$ cat src/rtl/ring_slot_sequencer.sv
// ring_slot_sequencer
// Time-division arbiter driven by a 4-bit one-hot ring counter. Each slot
// offers a single registered valid/ready output stage to one of four
// requesters. The block also counts completed ring laps.
// Optional feature macro: RING_SLOT_PHASE_CHECK_EN. When it is defined, a
// phase vector that is not one-hot blocks the accept and the lap increment,
// and sets the sticky phase_err flag. When it is undefined, phase_err is
// tied to 0 and the lowest set phase bit picks the slot.

module ring_slot_sequencer #(
    parameter int DATA_W = 8,
    parameter int LAP_W  = 8
) (
    input  logic                  clk,
    input  logic                  reset,
    input  logic [3:0]            phase,
    input  logic [3:0]            req,
    input  logic [4*DATA_W-1:0]   data_in,
    output logic [3:0]            ack,
    output logic                  out_valid,
    output logic [DATA_W-1:0]     out_data,
    output logic [1:0]            out_src,
    input  logic                  out_ready,
    output logic [LAP_W-1:0]      lap_count,
    output logic                  phase_err
);

    // True when exactly one bit of a 4-bit vector is set.
    function automatic logic is_onehot4(input logic [3:0] v);
        return (v != 4'b0000) && ((v & (v - 4'b0001)) == 4'b0000);
    endfunction

    logic [1:0]        slot_s;
    logic              slot_ok_s;
    logic              lap_ok_s;
    logic              accept_s;
    logic [DATA_W-1:0] word_s;
    logic              phase3_r;

    // Find the active slot: the lowest set phase bit, plus whether the slot is usable.
    always_comb begin
        slot_s = 2'd0;
        if (phase[0]) begin
            slot_s = 2'd0;
        end else if (phase[1]) begin
            slot_s = 2'd1;
        end else if (phase[2]) begin
            slot_s = 2'd2;
        end else begin
            slot_s = 2'd3;
        end
`ifdef RING_SLOT_PHASE_CHECK_EN
        slot_ok_s = is_onehot4(phase);
        lap_ok_s  = is_onehot4(phase);
`else
        slot_ok_s = |phase;
        lap_ok_s  = 1'b1;
`endif
    end

    // Select the word offered in the active slot.
    always_comb begin
        word_s = '0;
        case (slot_s)
            2'd0:    word_s = data_in[0*DATA_W +: DATA_W];
            2'd1:    word_s = data_in[1*DATA_W +: DATA_W];
            2'd2:    word_s = data_in[2*DATA_W +: DATA_W];
            2'd3:    word_s = data_in[3*DATA_W +: DATA_W];
            default: word_s = '0;
        endcase
    end

    // Accept when the slot owner requests and the output stage is free or draining.
    always_comb begin
        accept_s = slot_ok_s && req[slot_s] && (!out_valid || out_ready);
    end

    // Output stage: load on accept, drain on ready, otherwise hold.
    always_ff @(posedge clk or negedge reset) begin
        if (!reset) begin
            out_valid <= 1'b0;
            out_data  <= '0;
            out_src   <= 2'd0;
            ack       <= 4'b0000;
        end else begin
            if (accept_s) begin
                out_valid <= 1'b1;
                out_data  <= word_s;
                out_src   <= slot_s;
                ack       <= 4'b0001 << slot_s;
            end else begin
                ack <= 4'b0000;
                if (out_ready) begin
                    out_valid <= 1'b0;
                end else begin
                    out_valid <= out_valid;
                end
            end
        end
    end

    // Lap counter: a lap completes when phase wraps from slot 3 back to slot 0.
    always_ff @(posedge clk or negedge reset) begin
        if (!reset) begin
            phase3_r  <= 1'b0;
            lap_count <= '0;
        end else begin
            phase3_r <= phase[3];
            if (phase3_r && phase[0] && lap_ok_s) begin
                lap_count <= lap_count + LAP_W'(1);
            end else begin
                lap_count <= lap_count;
            end
        end
    end

    // Sticky phase-integrity flag; cleared only by reset.
    always_ff @(posedge clk or negedge reset) begin
        if (!reset) begin
            phase_err <= 1'b0;
        end else begin
`ifdef RING_SLOT_PHASE_CHECK_EN
            if (!is_onehot4(phase)) begin
                phase_err <= 1'b1;
            end else begin
                phase_err <= phase_err;
            end
`else
            phase_err <= 1'b0;
`endif
        end
    end

endmodule
$ cat config.mk
export PLATFORM = sky130hd
export DESIGN_NAME = ring_slot_sequencer
export DESIGN_NICKNAME = d
export VERILOG_FILES = /design/src/rtl/ring_slot_sequencer.sv
export SDC_FILE = /design/constraint.sdc
export NUM_CORES = 1
export LEC_CHECK = 0
export CAP_MARGIN = 25
export CORE_UTILIZATION = 42
export CTS_CLUSTER_SIZE = 25
export DETAILED_ROUTE_END_ITERATION = 16
export PLACE_DENSITY = 0.82
export REMOVE_ABC_BUFFERS = 1
export SLEW_MARGIN = 15
export SYNTH_ARGS = -nofsm -noshare
export SYNTH_HDL_FRONTEND = slang
export SYNTH_SLANG_ARGS = --single-unit
$ cat constraint.sdc
create_clock -name clk -period 2 [get_ports clk]
set_input_delay 0.4 -clock clk [delete_from_list [all_inputs] [get_ports clk]]
set_output_delay 0.4 -clock clk [all_outputs]
set_load 0.03 [all_outputs]
==> results of run 1 <==
layer usage:
metal,vias to the layer above,global-route usage [%],wire length [microns]
met4,0,8.571,60
met1,510,25.30,1253
met5,-,0,0
li1,522,-,-
met2,47,35.71,1494
met3,6,3.917,188
timing repair:
| item | CTS | global route |
|---|---|---|
| hold endpoints to repair | 0 | 0 |
| setup endpoints to repair | 0 | 3 |
| setup buffers | 0 | 1 |
how the worst max path moves through the flow:
stage	startpoint	depth (start not counted)	slack [ns]	to
2_1_floorplan	phase[2]	4	0.24	out_data[4]
3_3_place_gp	phase[2]	6	-0.26	out_data[4]
3_5_place_dp	phase[2]	6	-0.28	out_data[5]
4_1_cts	phase[2]	6	0.05	out_data[5]
5_1_grt	phase[2]	6	0.009	out_data[5]
6_report	phase[2]	6	0.07	out_data[5]
cell usage in the layout, fill, tap and decap left out, drive strengths merged, types with 3 or more instances in the layout:
| cell | instances |
|---|---|
| clkdlybuf4s50 | 65 |
| nand2 | 13 |
| nor2 | 5 |
| buf | 9 |
| clkbuf | 4 |
| dfrtp | 24 |
| o21ai | 8 |
| mux2i | 8 |
| xor2 | 3 |
| nand3 | 5 |
| mux2 | 20 |
| xnor2 | 4 |
| inv | 4 |
registers in the layout, indices dropped and copies added, names as in the netlist:
register   count
ack            4
out_data       8
lap_count      8
out_valid      1
out_src        2
phase3_r       1
kinds of logic after synthesis:
| logic type | count (synthesis) | share of synthesized area (%) |
|---|---|---|
| AO/OA/AOI/OAI | 10 | 4.378 |
| XOR/XNOR | 7 | 4.876 |
| adder cells (fa/ha/maj) | 1 | 0.9949 |
| buffers and inverters | 10 | 4.278 |
| flip-flops | 24 | 47.76 |
| multiplexers | 28 | 26.07 |
| other | 1 | 0.2982 |
| AND/OR/NAND/NOR | 30 | 11.34 |
where the power goes:
group	switching [mW]	internal, mW
combinational	0.408	0.422
clock	0.141	0.111
sequential	0.104	0.599
total	0.652	1.13
per-stage QoR:
stage	utilization, %	worst slack [ns]
2_1_floorplan	-	0.2390
3_3_place_gp	70.61	-0.2589
3_5_place_dp	70.61	-0.2842
4_1_cts	71.90	0.05288
5_1_grt	72.17	0.008511
6_report	72.17	0.06985
layout make-up:
| type | instances | area share, % |
|---|---|---|
| repair buffers | 74 | 36.09 |
| multi-input cells | 77 | 29.79 |
| flip-flops and latches | 24 | 29.67 |
| well taps | 31 | 1.916 |
| clock buffers | 4 | 1.792 |
| inverters | 4 | 0.7417 |
==> impl_metrics.ini, run 1 <==
[status]
status = finished, violations left
violations = DRC

[floorplanning]
die_y_microns = 56.72
io_pins = 67
dieArea_sq_um = 3217
rows = 19
start_util_pct = 44.83
fp.coreArea_sq_um = 2805
die_x_microns = 56.72

[cells_and_area]
multiInputGateArea_sq_um = 603.1
syn_to_final_growth_pct = 60.99
regArea_sq_um = 600.6
antenna_cells = 0
fin_nets = 228
drive_gt1_share_pct = 18.58
fill_cells = 216
finalInstanceArea_sq_um = 2024
stdcell_count = 214

[sta]
clock_skew_ns = 0.005316
finalHoldViolCount = 0
max_clock_freq_mhz = 518.1
rsz0062_at_grt = false
setup_viol = 0
tns_ns = 0
period_share_pct = 96.51
period_needed_ns = 1.930
fin_hold_ws_ns = 0.4224
drv_slew = 0

[detailed_routing]
drc_errors = 7
routed_wirelength_microns = 2997
drtIter0Drc = 31
antenna_left = 0
dr.pass1.iters = 10
viasPerCell = 5.070
vias = 1085
wire_per_inst_microns = 14.00

[logic_synthesis]
synth_top_area_share_pct = 47.76
synth_warnings = 0
yosysUniqueCellTypes = 27
syn-instance-count = 111
avgSynthCellArea_sq_um = 11.33
yosysTopAreaCell = dfrtp_1
synthesis.area_sq_um = 1257
synth.most_common_cell = dfrtp_1
synth_seq_area_share_pct = 47.76
async_flop_share_pct = 100.0
yosys_most_used_dff = dfrtp_1
ys_top_cells_by_area = dfrtp_1, mux2_2, mux2_4, mux2i_1, nand2_1
ys_seq_elements = 24
synth_edf_count = 0
synth_common_cells = dfrtp_1, mux2_2, nand2_1

[global_routing]
grt_pass1_vias = 1116
grt_start_max_net_pins = 25
grt_use_total_pct = 20.75
overflow = 0
grt_pass1_wl_microns = 4968
antenna_found_initial = 0

[worst_hold_path]
hold_class = input pin to asynchronous set/reset pin

[pwr]
power.density_nw_per_um2 = 881.3
p_total_mw = 1.784
ir_drop_mv = 0.5924
power_leakage_nw = 0.9080

[critical_path]
cp_slowest_cell = clkdlybuf4s50_1
worst_path_largest_cell_delay_ns = 0.50
cp.required_ns = 2.21
critPathTopFamily = multiplexers
path_class = input pin to flop
ff2ff_path_depth = 4
path_buf_inv = 2
r2r-start = out_valid
critPathMaxFanout = 10
r2r_slack_ns = 0.80
path_cells = clkdlybuf4s50_1 > mux2_1 > a221o_1 > nand3_2 > buf_12 > mux2_2
r2r_end = out_data[1]
cp-end-kind = flop
start_kind = input pin
worstPathArrival_ns = 2.14

[clock_network]
cts_tree = done
cts_buffers = 3
cts_sinks = 24
h-tree-depth = 1
postCtsHoldBufs = 0
cts_root_buffer = clkbuf_4
cts_resized = 0
clk_latency_ns = 0.31
cts.clk_slew.worst_paths_ns = 0.13
cts_max_path_buffers = 2

[place]
dp.cells = 209
dp_hpwl_microns = 2399
dpl_cell_area_sq_um = 1981
io_buffers = 65
gp_congestion = 0.8067

[flow_run]
drv_cap = 0
Note: power is estimated with default switching activity, not from simulation.
==> run 2, diff against run 1 <==
--- a/config.mk
+++ b/config.mk
@@ -6,10 +6,10 @@
 export NUM_CORES = 1
 export LEC_CHECK = 0
 export CAP_MARGIN = 25
-export CORE_UTILIZATION = 42
-export CTS_CLUSTER_SIZE = 25
+export CORE_UTILIZATION = 39
+export CTS_CLUSTER_SIZE = 40
 export DETAILED_ROUTE_END_ITERATION = 16
-export PLACE_DENSITY = 0.82
+export PLACE_DENSITY = 0.77
 export REMOVE_ABC_BUFFERS = 1
 export SLEW_MARGIN = 15
 export SYNTH_ARGS = -nofsm -noshare
==> constraint.sdc (replaced) <==
create_clock -name clk -period 2.2 [get_ports clk]
set_input_delay 0.44 -clock clk [delete_from_list [all_inputs] [get_ports clk]]
set_output_delay 0.44 -clock clk [all_outputs]
set_load 0.03 [all_outputs]
==> run 2 against run 1 <==
Routed wire length grew 2.2%. Clock power up 22%. Register-to-register slack improved by 0.20 ns. Largest power group unchanged. Sequential power decreased by 10%. Highest routed layer unchanged. The flow now finishes without violations.
==> impl_metrics.ini, run 2 (same netlist as run 1, synthesis figures left out) <==
[floorplanning]
start_util_pct = 41.19
fp.coreArea_sq_um = 3053
rows = 20
die_y_microns = 58.78
dieArea_sq_um = 3455
io_pins = 67
die_x_microns = 58.78

[sta]
clock_skew_ns = 0.003762
fin_hold_ws_ns = 0.4734
period_needed_ns = 2.072
period_share_pct = 94.18
worst_slack_ns = 0.1281
max_clock_freq_mhz = 482.6
setup_viol = 0
rsz0062_at_grt = false
drv_slew = 0
finalHoldViolCount = 0

[critical_path]
r2r-start = out_valid
ff2ff_path_depth = 4
critPathMaxFanout = 14
cp-end-kind = flop
cp.required_ns = 2.40
start_kind = input pin
r2r_end = out_data[2]
crit_start = phase[2]
worstPathArrival_ns = 2.27
path_class = input pin to flop
r2r_slack_ns = 1.00

[detailed_routing]
drc_errors = 0
routed_wirelength_microns = 3062
wire_per_inst_microns = 13.61
dr.pass1.iters = 4
vias = 1057
drtIter0Drc = 35
viasPerCell = 4.698
antenna_left = 0

[pwr]
power_leakage_nw = 0.9058
ir_drop_mv = 0.3331
power.density_nw_per_um2 = 826.8
p_total_mw = 1.688

[global_routing]
grt_start_max_net_pins = 25
grt_pass1_vias = 1083
use_met1_pct = 22.66
grt_use_total_pct = 18.98
overflow = 0
grt_pass1_wl_microns = 4878
busiest_layer = met2
met3_usage_pct = 1.758
antenna_found_initial = 0
grt_use_met2_pct = 35.55

[cells_and_area]
top_regs = lap_count (8), out_data (8), ack (4)
layout_commonest_cell = clkdlybuf4s50_1
final_cell_mix = clkdlybuf4s50_1, dfrtp_1, nand2_1, mux2_2
fin_nets = 226
finalInstanceArea_sq_um = 2042
stdcell_count = 225
fill_cells = 264
drive_gt1_share_pct = 17.68
syn_to_final_growth_pct = 62.39
antenna_cells = 0

[clock_network]
postCtsHoldBufs = 0
clk_latency_ns = 0.30
cts_max_path_buffers = 2
h-tree-depth = 1
cts_root_buffer = clkbuf_4
cts_resized = 0
cts_tree = done
cts_setup_buffers = 0
cts.clk_slew.worst_paths_ns = 0.13
cts_buffers = 3
cts_sinks = 24

[place]
dpl_cell_area_sq_um = 1989
gp_congestion = 0.8227
dp_hpwl_microns = 2393
dp.cells = 221
io_buffers = 65
pre_cts_ws_ns = -0.1980

[flow_run]
drv_cap = 0

[status]
status = complete, no violations

[worst_hold_path]
hold_class = input pin to asynchronous set/reset pin
-- run 2: critical path, cell delays in order --
cell and delay (ns):
clkdlybuf4s50_1 0.46, buf_4 0.17, or4_1 0.58, nand3_2 0.13, buf_12 0.15, mux2_2 0.34
-- run 2: how the worst max path moves through the flow --
stage             endpoint  slack (ns)  cells past startpoint
2_1_floorplan  out_data[4]        0.40                      4
3_3_place_gp   out_data[6]       -0.12                      6
3_5_place_dp   out_data[4]       -0.20                      6
4_1_cts        out_data[4]        0.13                      6
5_1_grt        out_data[4]        0.11                      6
6_report       out_data[4]        0.13                      6
-- run 2: cell type report --
class / instances / area (sq um) / area share (%)
Clock buffer: 3 / 22.52 / 1.103
Clock inverter: 1 / 30.03 / 1.471
Inverter: 4 / 15.01 / 0.7353
Multi-Input combinational cell: 77 / 603.1 / 29.53
Sequential cell: 24 / 600.6 / 29.41
Tap cell: 44 / 55.05 / 2.696
Timing Repair Buffer: 72 / 715.7 / 35.05
-- run 2: stage by stage --
stage	util, %	setup TNS (ns)
6_report	66.89	0
5_1_grt	66.89	0
4_1_cts	66.89	0
3_5_place_dp	65.16	-1.730
3_3_place_gp	65.16	-1.025
2_1_floorplan	-	0
-- run 2: routing by layer --
metal | share of wire, % | vias to the layer above
met2 | 53 | 44
met5 | 0 | -
li1 | - | 517
met3 | 5.7 | 2
met4 | 0.88 | 0
met1 | 40 | 494
-- run 2: power by group --
part / switching (mW) / internal (mW)
clock: 0.125 / 0.184
sequential: 0.0882 / 0.544
combinational: 0.370 / 0.377
total: 0.583 / 1.11
==> run 3, diff against run 2 <==
--- a/config.mk
+++ b/config.mk
@@ -15,3 +15,4 @@
 export SYNTH_ARGS = -nofsm -noshare
 export SYNTH_HDL_FRONTEND = slang
 export SYNTH_SLANG_ARGS = --single-unit
+export TNS_END_PERCENT = 30
==> results of run 3 <==
Final layout, timing and power as in run 2 (identical DEF).
